`config.mk`:
```
export PLATFORM = sky130hd
export DESIGN_NAME = fetch_unit_flat
export DESIGN_NICKNAME = d
export VERILOG_FILES = /design/src/rtl/fetch_unit_if.sv /design/src/rtl/fetch_unit.sv /design/src/flat_wrapper.sv
export SDC_FILE = /design/constraint.sdc
export NUM_CORES = 1
export LEC_CHECK = 0
export BUFFER_PORTS_ARGS = -buffer_cell sky130_fd_sc_hd__clkbuf_2
export CAP_MARGIN = 20
export CORE_MARGIN = 2
export CORE_UTILIZATION = 50
export CTS_BUF_LIST = sky130_fd_sc_hd__clkbuf_2
export CTS_CLUSTER_DIAMETER = 150
export CTS_CLUSTER_SIZE = 16
export DETAILED_ROUTE_END_ITERATION = 8
export GPL_TIMING_DRIVEN = 0
export PLACE_DENSITY = 0.82
export SLEW_MARGIN = 10
export SYNTH_ARGS = -nofsm -noshare
export SYNTH_HDL_FRONTEND = slang
export SYNTH_SLANG_ARGS = --single-unit
```
`constraint.sdc`:
```
create_clock -name clk -period 3.44 [get_ports clk]
set_input_delay 0.516 -clock clk [delete_from_list [all_inputs] [get_ports clk]]
set_output_delay 0.516 -clock clk [all_outputs]
set_load 0.02 [all_outputs]
```
`src/rtl/fetch_unit_if.sv`:
```
// Fetch-stage bus: instruction-memory port, decode-side control inputs and the IF/ID outputs.
// master = fetch_unit, slave = memory / decode environment.
interface fetch_unit_if #(
  parameter int ADDR_W = 8,
  parameter int DATA_W = 8
);
  logic [ADDR_W-1:0] imem_addr;
  logic [DATA_W-1:0] imem_rdata;
  logic              stall;
  logic              redirect;
  logic [ADDR_W-1:0] redirect_pc;
  logic              interrupt;
  logic              if_valid;
  logic [DATA_W-1:0] if_instr;
  logic [DATA_W-1:0] if_imm;
  logic [ADDR_W-1:0] if_pc_plus1;
  logic              int_req;
  logic [15:0]       perf_stall_cnt;

  modport master (
    output imem_addr,
    input  imem_rdata,
    input  stall,
    input  redirect,
    input  redirect_pc,
    input  interrupt,
    output if_valid,
    output if_instr,
    output if_imm,
    output if_pc_plus1,
    output int_req,
    output perf_stall_cnt
  );

  modport slave (
    input  imem_addr,
    output imem_rdata,
    output stall,
    output redirect,
    output redirect_pc,
    output interrupt,
    input  if_valid,
    input  if_instr,
    input  if_imm,
    input  if_pc_plus1,
    input  int_req,
    input  perf_stall_cnt
  );
endinterface

```
`src/rtl/fetch_unit.sv`:
```
// Instruction fetch: PC, reset/interrupt vectoring and two-byte L-format assembly.
// Optional macro FETCH_PERF_EN enables the saturating stall-cycle counter.
module fetch_unit #(
  parameter int ADDR_W = 8,
  parameter int DATA_W = 8
) (
  input  logic         clk,
  input  logic         rst_n,
  fetch_unit_if.master bus
);
  typedef enum logic [1:0] {S_VEC_RST, S_RUN, S_IMM, S_VEC_INT} state_t;

  state_t            state_reg, state_next;
  logic [ADDR_W-1:0] pc_reg, pc_next;
  logic [DATA_W-1:0] op_reg, op_next;
  logic              int_pend_reg, int_pend_next;
  logic              if_valid_reg, if_valid_next;
  logic [DATA_W-1:0] if_instr_reg, if_instr_next;
  logic [DATA_W-1:0] if_imm_reg, if_imm_next;
  logic [ADDR_W-1:0] if_pc_plus1_reg, if_pc_plus1_next;
  logic              int_req_reg, int_req_next;

  logic [ADDR_W-1:0] pc_plus1;
  logic [ADDR_W-1:0] rdata_as_pc;
  logic              is_lfmt;

  assign pc_plus1    = pc_reg + ADDR_W'(1);
  assign rdata_as_pc = ADDR_W'(bus.imem_rdata);
  assign is_lfmt     = (bus.imem_rdata[DATA_W-1 -: 4] == 4'hC);

  always_ff @(posedge clk or negedge rst_n) begin
    if (!rst_n) begin
      state_reg       <= S_VEC_RST;
      pc_reg          <= '0;
      op_reg          <= '0;
      int_pend_reg    <= 1'b0;
      if_valid_reg    <= 1'b0;
      if_instr_reg    <= '0;
      if_imm_reg      <= '0;
      if_pc_plus1_reg <= '0;
      int_req_reg     <= 1'b0;
    end else begin
      state_reg       <= state_next;
      pc_reg          <= pc_next;
      op_reg          <= op_next;
      int_pend_reg    <= int_pend_next;
      if_valid_reg    <= if_valid_next;
      if_instr_reg    <= if_instr_next;
      if_imm_reg      <= if_imm_next;
      if_pc_plus1_reg <= if_pc_plus1_next;
      int_req_reg     <= int_req_next;
    end
  end

  // Interrupts are only taken from S_RUN so an opcode never loses its immediate.
  always_comb begin
    state_next = state_reg;
    case (state_reg)
      S_VEC_RST: state_next = S_RUN;
      S_RUN: begin
        if (!bus.redirect && !bus.stall) begin
          if (int_pend_reg)  state_next = S_VEC_INT;
          else if (is_lfmt)  state_next = S_IMM;
        end
      end
      S_IMM:     if (bus.redirect || !bus.stall) state_next = S_RUN;
      S_VEC_INT: state_next = S_RUN;
      default:   state_next = S_VEC_RST;
    endcase
  end

  always_comb begin
    pc_next          = pc_reg;
    op_next          = op_reg;
    int_pend_next    = int_pend_reg;
    if_valid_next    = if_valid_reg;
    if_instr_next    = if_instr_reg;
    if_imm_next      = if_imm_reg;
    if_pc_plus1_next = if_pc_plus1_reg;
    int_req_next     = int_req_reg;

    // Requests arriving while vectoring are dropped (no nesting).
    if (bus.interrupt && !int_pend_reg && state_reg != S_VEC_INT)
      int_pend_next = 1'b1;

    case (state_reg)
      S_VEC_RST: begin
        pc_next       = rdata_as_pc;
        if_valid_next = 1'b0;
      end
      S_RUN: begin
        if (bus.redirect) begin
          pc_next       = bus.redirect_pc;
          if_valid_next = 1'b0;
        end else if (!bus.stall) begin
          int_req_next = 1'b0;
          if (int_pend_reg) begin
            int_req_next     = 1'b1;
            if_valid_next    = 1'b0;
            if_instr_next    = '0;
            if_imm_next      = '0;
            if_pc_plus1_next = pc_reg;
            int_pend_next    = 1'b0;
          end else if (is_lfmt) begin
            op_next       = bus.imem_rdata;
            pc_next       = pc_plus1;
            if_valid_next = 1'b0;
          end else begin
            if_instr_next    = bus.imem_rdata;
            if_imm_next      = '0;
            if_pc_plus1_next = pc_plus1;
            if_valid_next    = 1'b1;
            pc_next          = pc_plus1;
          end
        end
      end
      S_IMM: begin
        if (bus.redirect) begin
          pc_next       = bus.redirect_pc;
          if_valid_next = 1'b0;
        end else if (!bus.stall) begin
          if_instr_next    = op_reg;
          if_imm_next      = bus.imem_rdata;
          if_pc_plus1_next = pc_plus1;
          if_valid_next    = 1'b1;
          pc_next          = pc_plus1;
        end
      end
      S_VEC_INT: begin
        pc_next       = rdata_as_pc;
        int_req_next  = 1'b0;
        if_valid_next = 1'b0;
      end
      default: ;
    endcase
  end

  always_comb begin
    case (state_reg)
      S_VEC_RST: bus.imem_addr = '0;
      S_VEC_INT: bus.imem_addr = ADDR_W'(1);
      default:   bus.imem_addr = pc_reg;
    endcase
  end

  assign bus.if_valid    = if_valid_reg;
  assign bus.if_instr    = if_instr_reg;
  assign bus.if_imm      = if_imm_reg;
  assign bus.if_pc_plus1 = if_pc_plus1_reg;
  assign bus.int_req     = int_req_reg;

`ifdef FETCH_PERF_EN
  logic [15:0] perf_cnt_reg;

  always_ff @(posedge clk or negedge rst_n) begin
    if (!rst_n)
      perf_cnt_reg <= '0;
    else if (bus.stall && (state_reg == S_RUN || state_reg == S_IMM) && perf_cnt_reg != 16'hFFFF)
      perf_cnt_reg <= perf_cnt_reg + 16'd1;
  end

  assign bus.perf_stall_cnt = perf_cnt_reg;
`else
  assign bus.perf_stall_cnt = 16'h0000;
`endif
endmodule

```
`src/flat_wrapper.sv`:
```
// flat-port wrapper written by rule: the top's interface ports become plain ports
module fetch_unit_flat 
#(
  parameter int ADDR_W = 8,
  parameter int DATA_W = 8
)
  (clk, rst_n, bus_imem_addr, bus_imem_rdata, bus_stall, bus_redirect, bus_redirect_pc, bus_interrupt, bus_if_valid, bus_if_instr, bus_if_imm, bus_if_pc_plus1, bus_int_req, bus_perf_stall_cnt);
  fetch_unit_if #(.ADDR_W(ADDR_W), .DATA_W(DATA_W)) bus_i ();
  input  logic clk;
  input  logic rst_n;
  output wire logic [$bits(bus_i.imem_addr)-1:0] bus_imem_addr;
  input wire logic [$bits(bus_i.imem_rdata)-1:0] bus_imem_rdata;
  input wire logic [$bits(bus_i.stall)-1:0] bus_stall;
  input wire logic [$bits(bus_i.redirect)-1:0] bus_redirect;
  input wire logic [$bits(bus_i.redirect_pc)-1:0] bus_redirect_pc;
  input wire logic [$bits(bus_i.interrupt)-1:0] bus_interrupt;
  output wire logic [$bits(bus_i.if_valid)-1:0] bus_if_valid;
  output wire logic [$bits(bus_i.if_instr)-1:0] bus_if_instr;
  output wire logic [$bits(bus_i.if_imm)-1:0] bus_if_imm;
  output wire logic [$bits(bus_i.if_pc_plus1)-1:0] bus_if_pc_plus1;
  output wire logic [$bits(bus_i.int_req)-1:0] bus_int_req;
  output wire logic [$bits(bus_i.perf_stall_cnt)-1:0] bus_perf_stall_cnt;
  assign bus_imem_addr = bus_i.imem_addr;
  assign bus_i.imem_rdata = bus_imem_rdata;
  assign bus_i.stall = bus_stall;
  assign bus_i.redirect = bus_redirect;
  assign bus_i.redirect_pc = bus_redirect_pc;
  assign bus_i.interrupt = bus_interrupt;
  assign bus_if_valid = bus_i.if_valid;
  assign bus_if_instr = bus_i.if_instr;
  assign bus_if_imm = bus_i.if_imm;
  assign bus_if_pc_plus1 = bus_i.if_pc_plus1;
  assign bus_int_req = bus_i.int_req;
  assign bus_perf_stall_cnt = bus_i.perf_stall_cnt;
  fetch_unit #(.ADDR_W(ADDR_W), .DATA_W(DATA_W)) u_core (.clk(clk), .rst_n(rst_n), .bus(bus_i));
endmodule
```
## Word-level counts from Yosys, hierarchy flattened

Cells that the tools add are included.

| word-level totals | value |
|---|---|
| logic and storage cells | 94 |
| input bits | 21 |
| bits in registers | 45 |
| output and inout port bits | 50 |

| operators by class | value |
|---|---|
| eq/ne operators | 16 |
| multiplexer cells | 48 |
| reductions and logical operators | 17 |
| add/subtract/negate cells | 1 |
| bitwise operators | 3 |

Operators by type and width:

| operator | number |
|---|---|
| 2-to-1 mux 8 bit | 22 |
| one-hot mux 8 bit (2 select lines) | 4 |
| one-hot mux 8 bit (3 select lines) | 1 |
| 2-to-1 mux 1 bit | 14 |
| != test 2 bit, second input constant | 5 |
| != test 3 bit, second input constant | 3 |
| AND reduction 3 bit | 3 |
| adder 8 x 1 -> 8 bit, second input constant | 1 |
| 2-to-1 mux 2 bit | 4 |
| one-hot mux 2 bit (3 select lines) | 1 |
| AND reduction 6 bit | 1 |
| AND reduction 5 bit | 1 |
| equality test 2 bit, second input constant | 2 |
| equality test 4 bit, second input constant | 1 |
| != test 2 x 1 -> 1 bit, second input constant | 2 |
| nonzero test 2 bit | 2 |
| logical AND 1 bit | 3 |
| logical NOT 1 bit | 3 |
| != test 3 x 1 -> 1 bit, second input constant | 1 |
| != test 3 x 2 -> 1 bit, second input constant | 1 |
| inverter 1 bit | 3 |
| one-hot mux 1 bit (3 select lines) | 1 |
| equality test 2 x 1 -> 1 bit, second input constant | 1 |
| logical NOT 2 bit | 1 |
| 4 further kinds | 4 |

## Depth between registers and ports, before layout

| logic depth | value |
|---|---|
| depth in word-level cells | 8 |
| depth in mapped cells | 8 |
| mapped depth without buffers | 6 |

## Least setup slack after synthesis

OpenSTA, ideal clock, no wires.

| timing | value |
|---|---|
| path type | register to output |
| start point | reg u_core.state_reg[0] |
| end point | out bus_imem_addr[1] |
| cell stages (with the launch flop) | 6 |
| required time | 2.924 ns |
| arrival | 1.449 ns |
| slack | 1.475 ns |
| cell sequence | dfrtp_1 -> inv_1 -> ha_1 -> buf_2 -> clkbuf_1 -> nor2b_1 |

| on the way | value |
|---|---|
| cells in the longest elaborated chain, start to end | 2 |
| elaborated cells on any way between the ends | 3 |
| those cells by class | 1 x eq/ne; 1 x mux; 1 x reduce/logical |

Ends and longest elaborated chain:

| what | line | source |
|---|---|---|
| start: declaration | fetch_unit.sv:13 | `state_t state_reg, state_next;` |
| start signal: assignment | fetch_unit.sv:43 | `state_reg <= state_next;` |
| equality test 2 bit or logical NOT 2 bit (tied branches) | fetch_unit.sv:139 | `case (state_reg)` |
| one-hot mux 8 bit (2 select lines) * | fetch_unit.sv:139 |  |
| end: declaration | flat_wrapper.sv:11 | `output wire logic [$bits(bus_i.imem_addr)-1:0] bus_imem_addr;` |

Every way passes the cells marked *; elsewhere a longest branch is shown, timed or not.

## Worst setup path in the final report

| timing | value |
|---|---|
| start point | reg u_core.state_reg[0] |
| end point | out bus_imem_addr[7] |

The elaborated chain is that of the path after synthesis.

==> key figures <==
Global routing
  • Initial antenna violation count: 0
  • Largest net degree at the start of global routing: 32
  • GRT Total Usage: between 20 and 25%
  • Gr ovfl total: 0
  • First-pass GRT wire length: 9.11 mm
  • Vias in the first global route: just under 2000

Layout
  • Ant diodes: 0
  • Non-filler instance count after layout: about 420
  • Fin area: 2970 µm²
  • Layout Area Growth over Synthesis: 19.6%
  • Final #Nets: 373
  • Layout cells sized above 1: 29.2%

Setup path
  • CP Capture Type: output pin
  • Worst setup path class: register to output pin
  • Critical Path AT: 2.17 ns
  • Reg2reg setup slack: about 1.6 ns
  • Worst Reg-to-Reg Cells: 7
  • RR Startpoint: u_core.state_reg[0]
  • Reg2reg end: u_core.bus.if_instr[5]
  • Worst Setup SP: u_core.state_reg[0]
  • Setup crit start kind: register
  • Worst setup path end: bus_imem_addr[7]
  • Crit path max fanout: 10
  • CP required: 2.92 ns

Timing
  • Setup Viol. Count Final: 0
  • Pins Over Slew Limit: 0
  • Fin crit period: 2.69 ns
  • Worst slew margin: between 60% and 70%
  • Setup Skew: 0.00887 ns
  • Worst hold slack: 0.281 ns
  • Unrepaired setup endpoints after global routing: no
  • Final Cycle Share: between 70% and 80%
  • Post-route setup TNS: 0 ns
  • Fmax achieved: around 0.37 GHz
  • Worst Tran Pin Value: 0.536 ns
  • Final hold violation count: 0

Synthesis
  • FFs w/ async S/R, synth: 100%
  • Syn_area_per_cell: 9.19 µm²
  • Top_reg_cell synth: dfrtp_1
  • Post-Syn Instances: 270
  • Post-synthesis sequential area ratio: 45.4%
  • Share of the synthesized area in the top cell type: 45.4%
  • Synth area leaders: dfrtp_1, nand2_1, buf_4
  • Area leader, netlist: dfrtp_1
  • Yosys synthesis warning count: 0
  • Area of the mapped netlist: 2480 µm²
  • Count of state elements after synthesis: 45
  • EDFF count, synth: 0
  • Cell variety after synth: 45

Placement
  • Area after DPL: 2910 µm²
  • Post-DP HPWL: 4.30 mm
  • Placed Cells: just over 400
  • GP Congestion: approximately 0.86
  • I/O Buffers: 54

Die
  • I/O Pins: 71
  • CORE AREA: 4750 µm²
  • Die height: roughly 74 µm
  • Die ar.: 5540 µm²
  • Initial Utilization: 52.2%
  • # rows: 25
  • Die Wd: 74.5 µm

Routing
  • Via count: 2136
  • Starting DRT DRC Count: about 170
  • Post-route DRC: 0
  • Drt pass-1 iters: 4
  • ANT nets after route: 0
  • Routed WL: 5.66 mm
  • DR WL/cell: 13.6 µm
  • Via density: 5.13

Power and ir drop
  • P_leak: between 1 and 1.5 nW
  • Power Dens Cells: 1020 nW/µm²
  • Max VDD drop: 457 µV
  • Total power: 3.04 mW

CTS
  • TritonCTS Sinks: 45
  • Register clock-pin slew on the reported worst setup and hold paths: about 0.22 ns
  • Total CTS buffers: 5
  • CTS max path bufs: 2
  • CTS tree: built
  • Worst-skew pair later-pin latency: 0.44 ns
  • Cts repair resizes: 0
  • CTS root buffer: clkbuf_2
  • H-tree Lvls: 2

Flow run
  • Max Cap Violations: 0

Hold path
  • Hold WC Path Type: input port to register

Outcome
  • Outcome: finished clean
-- final cells by class --
type	count	area (µm²)
Timing Repair Buffer	56	300
Inverter	4	15.0
Tap cell	67	83.8
Sequential cell	45	1130
Buffer	31	209
Clock buffer	6	30.0
Multi-Input combinational cell	205	1190
Clock inverter	2	15.0
Fill cell	450	1790
-- timing repair --
action,in CTS,in global routing
endpoints found under the hold margin,14,0
hold buffers,1,0
setup buffers,0,0
-- power breakdown --
part | switching (mW) | total, mW | internal (mW)
logic | 1.15 | 1.86 | 0.713
clock network | 0.183 | 0.236 | 0.0523
registers | 0.170 | 0.940 | 0.770
-- routing by layer --
layer / track usage (%) / vias to the layer above / part of all wire (%)
li1: - / 1054 / -
met1: 29.3 / 1018 / 45
met2: 36.1 / 57 / 48
met3: 5.01 / 7 / 5.5
met4: 5.75 / 0 / 1.5
met5: 0 / - / 0
-- cell usage in the layout, fill, tap and decap left out, types with 7 or more instances in the layout --
cell,count
nand2b_1,9
nor2_1,31
buf_2,8
a221oi_1,8
buf_4,20
conb_1,16
nor2b_1,11
dfrtp_1,45
nand3_1,7
nand2_1,41
clkbuf_2,60
o21ai_0,18
-- per-stage QoR --
stage / util (%) / worst slack (ns)
2_1_floorplan: - / 1.48
3_3_place_gp: 60.8 / 1.30
3_5_place_dp: 61.3 / 1.27
4_1_cts: 62.4 / 0.757
5_1_grt: 62.4 / 0.596
6_report: 62.4 / 0.754
-- Yosys cell counts, types with 3 or more instances --
| master | instances |
|---|---|
| dfrtp_1 | 45 |
| nand2_1 | 41 |
| nor2_1 | 31 |
| buf_4 | 20 |
| o21ai_0 | 18 |
| nor2b_1 | 11 |
| nand2b_1 | 9 |
| a221oi_1 | 8 |
| buf_2 | 8 |
| nand3_1 | 7 |
| xnor2_1 | 6 |
| mux2_2 | 5 |
| xor2_1 | 5 |
| a21oi_1 | 4 |
| ha_1 | 4 |
| inv_1 | 4 |
| a211oi_1 | 3 |
| a31oi_1 | 3 |
| and2_1 | 3 |
| mux2i_1 | 3 |
| nor3_1 | 3 |
-- worst min-delay path by stage --
stage,endpoint,slack [ns],depth (start not counted),from
6_report,u_core.int_pend_reg,0.28,3,bus_interrupt
5_1_grt,u_core.int_pend_reg,0.27,3,bus_interrupt
4_1_cts,u_core.int_pend_reg,0.28,3,bus_interrupt
3_5_place_dp,u_core.pc_reg[3],0.46,1,rst_n
3_3_place_gp,u_core.op_reg[7],0.45,1,u_core.op_reg[7]
2_1_floorplan,u_core.bus.if_imm[0],0.22,0,rst_n
-- kinds of logic after synthesis --
kind of cell	share of synthesized area, %
AOI/OAI and AO/OA	15.3
other	0.151
xor gates and xnor gates	3.88
DFF	45.4
muxes	3.48
adders and majority gates	2.02
buffers and inverters	9.02
and+or+nand+nor	20.8
-- worst max-delay path, stage by stage, from the launching register on --
cell and delay, ns:
dfrtp_1 0.44, inv_1 0.06, ha_1 0.35, buf_2 0.24
clkbuf_1 0.37, nor2b_1 0.10, clkbuf_2 0.17
Note: power is estimated with default switching activity, not from simulation.
